--- src/rtl/zipdbg_pkg.sv ---
// Shared types and constants for the ZipCPU debug-bus bridge.
// State encoding, control-word bit positions and host address map.
package zipdbg_pkg;

  typedef enum logic [2:0] {
    S_IDLE,
    S_CTRL,
    S_POLL,
    S_DATA,
    S_RESP
  } state_e;

  localparam int CTL_HALT   = 10;
  localparam int CTL_NSTALL = 9;
  localparam int CTL_STEP   = 8;
  localparam int CTL_RESET  = 6;
  localparam logic [4:0] CTL_ADDR_MASK = 5'h1f;

  localparam logic [5:0] WB_CTRL_ADDR = 6'h00;
  localparam int         WB_REG_BIT   = 5;

  typedef struct packed {
    logic        we;
    logic [5:0]  addr;
    logic [31:0] data;
  } req_t;

  // Halt set; step, reset and clear-cache left clear.
  function automatic logic [31:0] ctrl_word(
    input logic [4:0] r
  );
    logic [31:0] w;
    w           = '0;
    w[CTL_HALT] = 1'b1;
    w[4:0]      = r & CTL_ADDR_MASK;
    return w;
  endfunction

endpackage

--- src/rtl/zipdbg_timeout.sv ---
// Wait-cycle counter for the debug bridge.
// Expires after 2^LGTIMEOUT cycles without a clear.
module zipdbg_timeout #(
  parameter int LGTIMEOUT = 8
) (
  input  logic i_clk,
  input  logic i_rst_n,
  input  logic i_clr,
  output logic o_expired
);

  logic [LGTIMEOUT-1:0] cnt_q, cnt_d;

  always_comb begin
    cnt_d = cnt_q + 1'b1;
    if (i_clr) cnt_d = '0;
  end

  always_ff @(posedge i_clk or negedge i_rst_n) begin
    if (!i_rst_n) cnt_q <= '0;
    else          cnt_q <= cnt_d;
  end

  assign o_expired = &cnt_q;

endmodule

--- src/rtl/zipdbg_bridge.sv ---
// Host Wishbone to ZipCPU two-word debug port bridge.
// Optional address cache: define ZIPDBG_ADDR_CACHE_EN.
module zipdbg_bridge
  import zipdbg_pkg::*;
#(
  parameter int LGTIMEOUT = 8
) (
  input  logic        i_clk,
  input  logic        i_rst_n,
  input  logic        i_wb_cyc,
  input  logic        i_wb_stb,
  input  logic        i_wb_we,
  input  logic [5:0]  i_wb_addr,
  input  logic [31:0] i_wb_data,
  output logic        o_wb_ack,
  output logic        o_wb_stall,
  output logic        o_wb_err,
  output logic [31:0] o_wb_data,
  output logic        o_dbg_cyc,
  output logic        o_dbg_stb,
  output logic        o_dbg_we,
  output logic        o_dbg_addr,
  output logic [31:0] o_dbg_data,
  input  logic        i_dbg_ack,
  input  logic        i_dbg_stall,
  input  logic [31:0] i_dbg_data
);

  state_e      state_q, state_d;
  req_t        req_q, req_d;
  logic        ack_q, ack_d;
  logic        err_q, err_d;
  logic        stall_q, stall_d;
  logic [31:0] rdata_q, rdata_d;
  logic        cyc_q, cyc_d;
  logic        stb_q, stb_d;
  logic        we_q, we_d;
  logic        adr_q, adr_d;
  logic [31:0] dout_q, dout_d;
  logic        tmo_clr, tmo_exp;
  logic        in_wait, hit;
  logic        cache_set, cache_inv;

  zipdbg_timeout #(
    .LGTIMEOUT(LGTIMEOUT)
  ) u_tmo (
    .i_clk    (i_clk),
    .i_rst_n  (i_rst_n),
    .i_clr    (tmo_clr),
    .o_expired(tmo_exp)
  );

`ifdef ZIPDBG_ADDR_CACHE_EN
  logic       cv_q, cv_d;
  logic [4:0] ca_q, ca_d;

  always_comb begin
    cv_d = cv_q;
    ca_d = ca_q;
    if (cache_set) begin
      cv_d = 1'b1;
      ca_d = req_q.addr[4:0];
    end
    if (cache_inv) cv_d = 1'b0;
  end

  always_ff @(posedge i_clk or negedge i_rst_n) begin
    if (!i_rst_n) begin
      cv_q <= 1'b0;
      ca_q <= '0;
    end else begin
      cv_q <= cv_d;
      ca_q <= ca_d;
    end
  end

  assign hit = cv_q && (ca_q == i_wb_addr[4:0]);
`else
  logic unused_cache;
  assign unused_cache = cache_set ^ cache_inv;
  assign hit = 1'b0;
`endif

  assign in_wait = (state_q == S_CTRL) ||
                   (state_q == S_POLL) ||
                   (state_q == S_DATA);

  always_comb begin
    state_d   = state_q;
    req_d     = req_q;
    ack_d     = 1'b0;
    err_d     = 1'b0;
    rdata_d   = rdata_q;
    cyc_d     = cyc_q;
    stb_d     = stb_q;
    we_d      = we_q;
    adr_d     = adr_q;
    dout_d    = dout_q;
    tmo_clr   = !in_wait;
    cache_set = 1'b0;
    cache_inv = 1'b0;

    if (stb_q && !i_dbg_stall) stb_d = 1'b0;

    unique case (state_q)
      S_IDLE: begin
        cyc_d = 1'b0;
        stb_d = 1'b0;
        if (i_wb_cyc && i_wb_stb) begin
          req_d = '{we: i_wb_we, addr: i_wb_addr,
                    data: i_wb_data};
          unique case (1'b1)
            (i_wb_addr == WB_CTRL_ADDR): begin
              state_d   = S_DATA;
              cyc_d     = 1'b1;
              stb_d     = 1'b1;
              we_d      = i_wb_we;
              adr_d     = 1'b0;
              dout_d    = i_wb_data;
              cache_inv = i_wb_we;
            end
            i_wb_addr[WB_REG_BIT]: begin
              cyc_d = 1'b1;
              stb_d = 1'b1;
              if (hit) begin
                state_d = S_DATA;
                we_d    = i_wb_we;
                adr_d   = 1'b1;
                dout_d  = i_wb_data;
              end else begin
                state_d = S_CTRL;
                we_d    = 1'b1;
                adr_d   = 1'b0;
                dout_d  = ctrl_word(i_wb_addr[4:0]);
              end
            end
            default: begin
              state_d = S_RESP;
              err_d   = 1'b1;
            end
          endcase
        end
      end
      S_CTRL: begin
        if (i_dbg_ack) begin
          state_d = S_POLL;
          tmo_clr = 1'b1;
          stb_d   = 1'b1;
          we_d    = 1'b0;
          adr_d   = 1'b0;
        end
      end
      S_POLL: begin
        if (i_dbg_ack) begin
          tmo_clr = 1'b1;
          stb_d   = 1'b1;
          if (i_dbg_data[CTL_NSTALL]) begin
            state_d   = S_DATA;
            we_d      = req_q.we;
            adr_d     = 1'b1;
            dout_d    = req_q.data;
            cache_set = 1'b1;
          end
        end
      end
      S_DATA: begin
        if (i_dbg_ack) begin
          state_d = S_RESP;
          tmo_clr = 1'b1;
          cyc_d   = 1'b0;
          stb_d   = 1'b0;
          ack_d   = 1'b1;
          rdata_d = i_dbg_data;
        end
      end
      S_RESP: begin
        state_d = S_IDLE;
      end
      default: begin
        state_d = S_IDLE;
        cyc_d   = 1'b0;
        stb_d   = 1'b0;
      end
    endcase

    // Route timeout errors through RESP so stall covers the err cycle.
    if (in_wait && !i_dbg_ack && tmo_exp) begin
      state_d   = S_RESP;
      err_d     = 1'b1;
      cyc_d     = 1'b0;
      stb_d     = 1'b0;
      cache_set = 1'b0;
      cache_inv = 1'b1;
    end

    if ((state_q != S_IDLE) && !i_wb_cyc) begin
      state_d   = S_IDLE;
      ack_d     = 1'b0;
      err_d     = 1'b0;
      cyc_d     = 1'b0;
      stb_d     = 1'b0;
      cache_set = 1'b0;
      cache_inv = 1'b1;
    end
  end

  assign stall_d = (state_d != S_IDLE);

  always_ff @(posedge i_clk or negedge i_rst_n) begin
    if (!i_rst_n) begin
      state_q <= S_IDLE;
      req_q   <= '0;
      ack_q   <= 1'b0;
      err_q   <= 1'b0;
      stall_q <= 1'b0;
      rdata_q <= '0;
      cyc_q   <= 1'b0;
      stb_q   <= 1'b0;
      we_q    <= 1'b0;
      adr_q   <= 1'b0;
      dout_q  <= '0;
    end else begin
      state_q <= state_d;
      req_q   <= req_d;
      ack_q   <= ack_d;
      err_q   <= err_d;
      stall_q <= stall_d;
      rdata_q <= rdata_d;
      cyc_q   <= cyc_d;
      stb_q   <= stb_d;
      we_q    <= we_d;
      adr_q   <= adr_d;
      dout_q  <= dout_d;
    end
  end

  assign o_wb_ack   = ack_q;
  assign o_wb_err   = err_q;
  assign o_wb_stall = stall_q;
  assign o_wb_data  = rdata_q;
  assign o_dbg_cyc  = cyc_q;
  assign o_dbg_stb  = stb_q;
  assign o_dbg_we   = we_q;
  assign o_dbg_addr = adr_q;
  assign o_dbg_data = dout_q;

endmodule

--- config.mk ---
export PLATFORM = sky130hd
export DESIGN_NAME = zipdbg_bridge
export DESIGN_NICKNAME = d
export VERILOG_FILES = /design/src/rtl/zipdbg_pkg.sv /design/src/rtl/zipdbg_timeout.sv /design/src/rtl/zipdbg_bridge.sv
export SDC_FILE = /design/constraint.sdc
export NUM_CORES = 1
export LEC_CHECK = 0
export ABC_AREA = 1
export BUFFER_PORTS_ARGS = -buffer_cell sky130_fd_sc_hd__buf_2
export CORE_MARGIN = 1
export CORE_UTILIZATION = 45
export DETAILED_ROUTE_END_ITERATION = 16
export GPL_TIMING_DRIVEN = 0
export PLACE_DENSITY = 0.81
export SLEW_MARGIN = 40
export SYNTH_ARGS = -nofsm -noshare
export SYNTH_HDL_FRONTEND = slang
export SYNTH_HIERARCHICAL = 1
export SYNTH_SLANG_ARGS = --single-unit
export TNS_END_PERCENT = 10
--- constraint.sdc ---
create_clock -name i_clk -period 2.2 [get_ports i_clk]
set_clock_uncertainty 0.15 [all_clocks]
set_input_delay 0.22 -clock i_clk [delete_from_list [all_inputs] [get_ports i_clk]]
set_output_delay 0.22 -clock i_clk [all_outputs]
set_load 0.01 [all_outputs]
==> results by group, run 1 <==
STA
  – Period minus WS final: 2110 ps
  – Slew Limit Fails: 0
  – Period utilization: 96.0%
  – Max Fclk: 473 MHz
  – Final setup viols: 0
  – Final hold vios: 0
  – Worst-Margin Slew: 488 ps
  – Unrepaired setup endpoints after global routing: no
  – Rel. slew slack: 67.5%

Critical path
  – WP buf/inv: 4
  – CP peak stage delay: 550 ps
  – R2R Setup Slk: 90 ps
  – Worst-path fanout max: 10
  – Worst path top cell family by delay: buffers and inverters
  – Crit-path slowest cell: dlygate4sd3_1
  – Critical path endpoint category: flip-flop
  – Required @ worst endpoint: 2510 ps
  – Critical Path Start Type: flip-flop
  – Crit Path Class: flip-flop to flip-flop
  – Launch point of the critical path: state_q[2]$_DFF_PN0_
  – CP dominant cell by count: nand3_1
  – RR Startpoint: state_q[2]$_DFF_PN0_
  – Arrival time at the worst endpoint: 2420 ps
  – Worst r2r path cells: 9
  – Crit-path cells: inv_4 > nand3_1 > buf_4 > nand2_1 > nand2_1 > nand3_1 > dlygate4sd3_1 > nand3_1 > inv_1
  – Worst r2r dst: o_dbg_stb$_DFF_PN0_

Layout
  – Share of cells above drive strength 1: 31.1%
  – Sequential Area: 2880 sq um
  – Area of the multi-input gates: 1900 sq um
  – Area delta synth->final: 45.7%
  – Post-layout util: 67.8%
  – Most common cell after layout, fill and taps aside: nand2_1
  – Final std cells w/o fill: 940
  – Fillers: 831
  – Most frequent cells in the layout: nand2_1, buf_2, dfrtp_1, o21ai_0, dlygate4sd3_1
  – ANT cells: 0
  – Final-stage net count: 866

Global routing
  – Vias in the first global route: 4844
  – Total congestion overflow: 0
  – Gr usage total: 24.3%
  – First-pass GRT wire length: 21800 microns
  – Largest net degree at the start of global routing: 73
  – Antenna violations before repair: 0

Detailed routing
  – DR top layer: met4
  – Met3 Routed Length: 693 microns
  – DRT Wirelength: 13300 microns
  – Via count: 4660
  – First-pass DRT Iterations: 6
  – ANT nets after route: 0
  – First DRT Iteration DRCs: 299
  – Met2 wire len: 6900 microns
  – Avg Vias per Cell: 4.96
  – DRC violations left: 0
  – Routed wire per std cell: 14.2 microns
  – Routed met1 length: 5340 microns

Power
  – Psw: 2.92 mW
  – Maximum vdd drop: 0.650 mV
  – Static Leak: 3.90 nW
  – Comb pwr share: 29.7%
  – Sw frac: 31.9%
  – Clock share of power: 33.2%
  – Reg power frac: 37.2%
  – Pwr Density: 1240 nW/um^2
  – Pint: 6.24 mW

Yosys
  – Synth Warn #: 6
  – Synth unique cells: 29
  – Net Count, Synth: 628
  – Post-Syn Area: 5070 sq um
  – Cell count after synthesis: 550
  – Synthesized area per cell: 9.22 sq um
  – Post-synthesis sequential area ratio: 56.8%
  – Number of synthesized register bits: 115

Clock tree
  – TritonCTS clock tree: yes
  – Clk slew on worst S/H paths: 60 ps
  – Root Buffer: clkbuf_8
  – Clock buffer depth: 2
  – Num CTS Buffers: 17
  – Worst skew pair latency: 510 ps
  – H-Tree Level Count: 4
  – Clock sinks: 115

Die
  – Die extent in x: 108 microns
  – Placement Rows: 38
  – Die Span Y: 108 microns
  – # IOs: 148
  – Core area: 10900 sq um
  – Full die area: 11700 sq um
  – Starting density of the core: 46.6%

Worst hold path
  – Hold WC Path Type: input pin to flip-flop
  – Hold_sp: i_wb_stb
  – Worst hold endpoint: req_q[21]$_DFFE_PN0P_
  – Hold path depth: 5

Placement
  – Cells after DPL: 837
  – Final HPWL DP: 8960 microns
  – PortBufs: 146
  – Gp weighted congestion: 0.873

Job
  – Max capacitance violation total: 0

Run status
  – Status: finished clean
[worst max path at each step]
stage	slack (ps)	depth (start not counted)	to
after CTS	60	9	o_dbg_stb$_DFF_PN0_
final	90	9	o_dbg_stb$_DFF_PN0_
after detailed placement	270	10	o_dbg_data[18]$_DFFE_PN0P_
after global routing	8	9	o_dbg_stb$_DFF_PN0_
after global placement	-520	1	o_dbg_data[17]$_DFFE_PN0P_
after floorplan	530	10	o_dbg_data[17]$_DFFE_PN0P_
[worst min-delay path: stages]
cell,delay [ps]
buf_2,90
nand2_1,150
nor2_8,90
nand2_1,50
nand2_1,40
[per-stage QoR]
step	hold slack (ps)	setup WS (ps)	cell area [sq um]	setup TNS, ps	total power, mW
3_5_place_dp	-10.0	275	6010	0	6.00
4_1_cts	10.4	59.2	7360	0	9.19
3_3_place_gp	290	-519	5970	-58620	5.84
5_1_grt	12.3	8.49	7390	0	9.71
2_1_floorplan	-226	526	5070	0	4.93
6_report	21.1	87.1	7390	0	9.16
[sequential cells by signal (all words and copies together) (netlist names), 3 cells and up]
name and count:
req_q 33, o_dbg_data 32, o_wb_data 32, u_tmo/cnt_q 8, state_q 3
[power by group through the flow]
stage                     clock, mW  combinational (mW)  sequential (mW)
after floorplan                   0                1.31             3.62
after detailed placement          0                2.59             3.41
after CTS                      3.08                2.71             3.39
after global routing           3.18                3.03             3.49
final                          3.04                2.72             3.40
after global placement            0                2.48             3.36
[layer usage]
layer	global-route usage (%)	vias to the layer above
met4	11.5	0
met1	28.0	2193
met2	42.4	176
met3	5.85	35
li1	-	2256
met5	0	-
[area by class of cell]
| type | instances | share of cell area (%) |
|---|---|---|
| Sequential cell | 115 | 39.0 |
| Multi-Input combinational cell | 367 | 25.7 |
| Timing Repair Buffer | 219 | 20.1 |
| Clock buffer | 23 | 6.59 |
| Tap cell | 140 | 2.37 |
| Clock inverter | 8 | 2.32 |
| Inverter | 42 | 2.20 |
| Buffer | 26 | 1.83 |
[Yosys cell counts]
master / instances / share of area, %
a21oi_1: 6 / 0.59
buf_1: 1 / 0.074
buf_2: 9 / 0.89
buf_4: 1 / 0.15
buf_6: 3 / 0.67
clkbuf_1: 12 / 0.89
clkinv_1: 1 / 0.074
dfrtp_1: 115 / 57
ha_1: 1 / 0.25
inv_1: 38 / 2.8
inv_2: 2 / 0.15
inv_4: 1 / 0.12
mux2_2: 32 / 7.1
nand2_1: 164 / 12
nand2_2: 3 / 0.37
nand2_4: 3 / 0.67
nand3_1: 17 / 1.7
nand3_2: 1 / 0.20
nand4_1: 2 / 0.25
nand4_2: 1 / 0.25
nor2_1: 27 / 2.0
nor2_2: 4 / 0.49
nor2_4: 1 / 0.22
nor2_8: 1 / 0.39
o21a_1: 1 / 0.15
o21ai_0: 87 / 8.6
o21ai_1: 9 / 0.89
o21ai_2: 6 / 1.0
o22ai_1: 1 / 0.12
[timing repair]
item / in CTS / in global routing
hold buffers: 69 / 0
gates resized for setup: 0 / 2
setup buffers: 0 / 3
endpoints found under the setup margin: 0 / 1
hold endpoints to repair: 213 / 0
[cell families after synthesis]
group           after synthesis  synth area share, %
fa+ha+maj                     1                0.247
mux                          32                 7.11
flops                       115                 56.8
compound gates              110                 11.4
buf+inv                      68                 5.83
simple gates                224                 18.7
Note: power is estimated with default switching activity, not from simulation.
==> run 2, diff against run 1 <==
--- a/config.mk
+++ b/config.mk
@@ -6,5 +6,4 @@
 export NUM_CORES = 1
 export LEC_CHECK = 0
-export ABC_AREA = 1
 export BUFFER_PORTS_ARGS = -buffer_cell sky130_fd_sc_hd__buf_2
 export CORE_MARGIN = 1
@@ -12,5 +11,6 @@
 export DETAILED_ROUTE_END_ITERATION = 16
 export GPL_TIMING_DRIVEN = 0
-export PLACE_DENSITY = 0.81
+export PLACE_DENSITY = 0.8
+export SKIP_LAST_GASP = 1
 export SLEW_MARGIN = 40
 export SYNTH_ARGS = -nofsm -noshare
--- a/constraint.sdc
+++ b/constraint.sdc
@@ -3,3 +3,3 @@
 set_input_delay 0.22 -clock i_clk [delete_from_list [all_inputs] [get_ports i_clk]]
 set_output_delay 0.22 -clock i_clk [all_outputs]
-set_load 0.01 [all_outputs]
+set_load 0.02 [all_outputs]
==> run 2 against run 1 <==
Combinational power grew 22%. Sequential power grew 3%. Non-clock buffer count shrank 3. Critical endpoint is now o_wb_stall$_DFF_PN0_. Global-route usage shrank 0.29 points. Final cell count shrank 5.9%. Fmax grew 4.5%. Area after synthesis grew 4.5%.
==> results by group, run 2 <==
Run status
  – Status: finished clean (unchanged)

Placement
  – Gp weighted congestion: 0.850 (was 0.873)
  – PortBufs: 144 (was 146)
  – Placed cell area: 6230 sq um (was 6010 sq um)
  – Final HPWL DP: 9000 microns (was 8960 microns)
  – Pre-CTS setup slack: 130 ps (was 275 ps)

Clock tree
  – Root Buffer: clkbuf_16 (was clkbuf_8)
  – H-Tree Level Count: 4 (unchanged)
  – Clock sinks: 115 (unchanged)
  – TritonCTS clock tree: yes (unchanged)
  – Post-CTS Setup Inserts: 0 (unchanged)
  – Num CTS Buffers: 17 (unchanged)
  – Clock buffer depth: 2 (unchanged)
  – Worst skew pair latency: 410 ps (was 510 ps)
  – Clk slew on worst S/H paths: 50 ps (was 60 ps)

Yosys
  – Most frequent cells after synthesis: dfrtp_1, nand2_1, a21oi_1 (was nand2_1, dfrtp_1, o21ai_0)
  – Post-synth top area share: 54.3% (was 56.8%)
  – Synthesized area per cell: 10.6 sq um (was 9.22 sq um)
  – Number of flops mapped to enable cells by yosys: 0 (unchanged)
  – Synth unique cells: 50 (was 29)
  – Number of synthesized register bits: 115 (unchanged)
  – Area leader, netlist: dfrtp_1 (unchanged)
  – Most numerous cell in the Yosys netlist: dfrtp_1 (was nand2_1)
  – Post-Syn Area: 5300 sq um (was 5070 sq um)
  – Cell count after synthesis: 498 (was 550)
  – Ranking of synthesized cells by area: dfrtp_1, nand2_1, mux2i_1 (was dfrtp_1, nand2_1, o21ai_0)
  – Net Count, Synth: 576 (was 628)
  – Synth Warn #: 6 (unchanged)
  – Post-synthesis sequential area ratio: 54.3% (was 56.8%)
  – FFs w/ async S/R, synth: 100% (unchanged)
  – Synth Flop Type: dfrtp_1 (unchanged)

Global routing
  – Antenna violations before repair: 1 (was 0)
  – Vias in the first global route: 4769 (was 4844)
  – Largest net degree at the start of global routing: 59 (was 73)
  – First-pass GRT wire length: 23000 microns (was 21800 microns)
  – Gr usage total: 24.0% (was 24.3%)
  – Total congestion overflow: 0 (unchanged)

Die
  – Placement Rows: 39 (was 38)
  – Starting density of the core: 46.2% (was 46.6%)
  – Die Span Y: 111 microns (was 108 microns)
  – Full die area: 12200 sq um (was 11700 sq um)
  – Die extent in x: 111 microns (was 108 microns)
  – Core area: 11500 sq um (was 10900 sq um)
  – # IOs: 148 (unchanged)

Worst hold path
  – Hold WC Path Type: input pin to flip-flop (unchanged)
  – Hold path depth: 3 (was 5)

STA
  – Max Fclk: 495 MHz (was 473 MHz)
  – Unrepaired setup endpoints after global routing: no (unchanged)
  – Worst-Margin Slew: 492 ps (was 488 ps)
  – Setup ws final: 178 ps (was 87.1 ps)
  – Period utilization: 91.9% (was 96.0%)
  – Rel. slew slack: 67.2% (was 67.5%)
  – Final setup viols: 0 (unchanged)
  – Slew Limit Fails: 0 (unchanged)
  – Worst hold slack: 95.9 ps (was 21.1 ps)
  – Final hold vios: 0 (unchanged)
  – Period minus WS final: 2020 ps (was 2110 ps)

Critical path
  – Crit Path Class: flip-flop to flip-flop (unchanged)
  – R2R Setup Slk: 180 ps (was 90 ps)
  – End of the critical path: o_wb_stall$_DFF_PN0_ (was o_dbg_stb$_DFF_PN0_)
  – Arrival time at the worst endpoint: 2120 ps (was 2420 ps)
  – Critical path endpoint category: flip-flop (unchanged)
  – Launch point of the critical path: u_tmo/cnt_q[0]$_DFF_PN0_ (was state_q[2]$_DFF_PN0_)
  – Worst-path fanout max: 4 (was 10)
  – RR Startpoint: u_tmo/cnt_q[0]$_DFF_PN0_ (was state_q[2]$_DFF_PN0_)
  – Worst r2r dst: o_wb_stall$_DFF_PN0_ (was o_dbg_stb$_DFF_PN0_)
  – Worst r2r path cells: 7 (was 9)
  – Critical Path Start Type: flip-flop (unchanged)
  – Required @ worst endpoint: 2290 ps (was 2510 ps)

Power
  – Pwr Density: 1250 nW/um^2 (was 1240 nW/um^2)
  – Static Leak: 3.74 nW (was 3.90 nW)
  – Maximum vdd drop: 0.768 mV (was 0.650 mV)
  – Tot Pwr: 9.37 mW (was 9.16 mW)

Detailed routing
  – Avg Vias per Cell: 5.10 (was 4.96)
  – ANT nets after route: 0 (unchanged)
  – First DRT Iteration DRCs: 264 (was 299)
  – Routed wire per std cell: 15.7 microns (was 14.2 microns)
  – Via count: 4515 (was 4660)
  – DRT Wirelength: 13900 microns (was 13300 microns)
  – First-pass DRT Iterations: 4 (was 6)
  – DRC violations left: 0 (unchanged)

Layout
  – Most common cell after layout, fill and taps aside: buf_2 (was nand2_1)
  – Max reg flops: 33 (unchanged)
  – Most frequent cells in the layout: buf_2, dfrtp_1, nand2_1, dlygate4sd3_1, a21oi_1 (was nand2_1, buf_2, dfrtp_1, o21ai_0, dlygate4sd3_1)
  – Largest Register: req_q (unchanged)
  – Post-layout util: 65.1% (was 67.8%)
  – Sequential Area: 2880 sq um (about the same)
  – Fillers: 881 (was 831)
  – Area of the multi-input gates: 2090 sq um (was 1900 sq um)
  – Final-stage net count: 807 (was 866)
  – Area delta synth->final: 40.9% (was 45.7%)
  – Share of cells above drive strength 1: 29.6% (was 31.1%)
  – Final Cell Area: 7460 sq um (was 7390 sq um)

Job
  – Max capacitance violation total: 0 (unchanged)
## run 2: cell types whose count changed in the layout (fill, tap and decap cells not counted), sizes merged, moves of 15 or more
| cell | before | now |
|---|---|---|
| nor3b | 0 | 27 |
| mux2i | 0 | 37 |
| a21oi | 6 | 40 |
| nand2 | 170 | 106 |
| o21ai | 102 | 5 |
| nor2 | 33 | 18 |
## run 2: cell families (layout without fill, tap and decap cells)
| group | Yosys count | after routing | share of synthesized area (%) |
|---|---|---|---|
| and+or+nand+nor | 176 | 176 | 16.6 |
| buffers and inverters | 68 | 311 | 6.33 |
| muxes | 71 | 71 | 14.2 |
| adders and majority gates | 1 | 1 | 0.236 |
| AOI/OAI and AO/OA | 63 | 63 | 7.68 |
| xor gates and xnor gates | 4 | 4 | 0.661 |
| other | 0 | 1 | 0 |
| DFF | 115 | 115 | 54.3 |
## run 2: cell type report
class	count	area share (%)
clock buffer	26	6.69
buffer	30	2.58
multi-input combinational	315	28.0
antenna	1	0.0335
inverter	38	1.91
clock inverter	5	0.670
tap	143	2.40
sequential	115	38.6
timing repair buffer	212	19.1
## run 2: worst min-delay path by stage
| stage | from | to | slack [ps] |
|---|---|---|---|
| after global placement | i_wb_data[17] | req_q[17]$_DFFE_PN0P_ | 270 |
| after global routing | i_dbg_ack | o_dbg_addr$_DFFE_PN0P_ | 110 |
| after floorplan | i_rst_n | o_dbg_addr$_DFFE_PN0P_ | -230 |
| final | i_dbg_ack | o_dbg_addr$_DFFE_PN0P_ | 100 |
| after detailed placement | i_rst_n | o_wb_data[3]$_DFFE_PN0P_ | 30 |
| after CTS | i_dbg_ack | o_dbg_addr$_DFFE_PN0P_ | 80 |
## run 2: power breakdown
group	internal [mW]	leakage (nW)	switching [mW]
sequential	3.01	1.47	0.481
clock	1.66	0.274	0.894
combinational	1.30	2.00	2.03
total	5.97	3.74	3.40
## run 2: worst max-delay path, stage by stage, from the launching register on
cell,delay (ps)
dfrtp_1,400
ha_1,260
nand3_1,100
nor2_1,50
nor2b_1,160
o21a_1,200
o311ai_2,320
o211ai_1,200
## run 2: per-layer routing
metal  vias to the layer above  global-route usage (%)  share of wire, %
met4                         0                    11.6               3.3
met2                       158                    40.8                50
met3                        43                    5.60               4.6
met5                         -                       0                 0
met1                      2181                    28.7                42
li1                       2133                       -                 -
## run 2: through the flow
stage | std cells | setup TNS, ps
2_1_floorplan | 498 | 0
3_3_place_gp | 785 | -64020
3_5_place_dp | 786 | 0
4_1_cts | 884 | 0
5_1_grt | 884 | 0
6_report | 885 | 0
## run 2: repair_timing
item,4_1_cts,5_1_grt
hold buffers,67,0
hold endpoints to repair,124,0
gates resized for setup,0,1
setup endpoints to repair,0,1
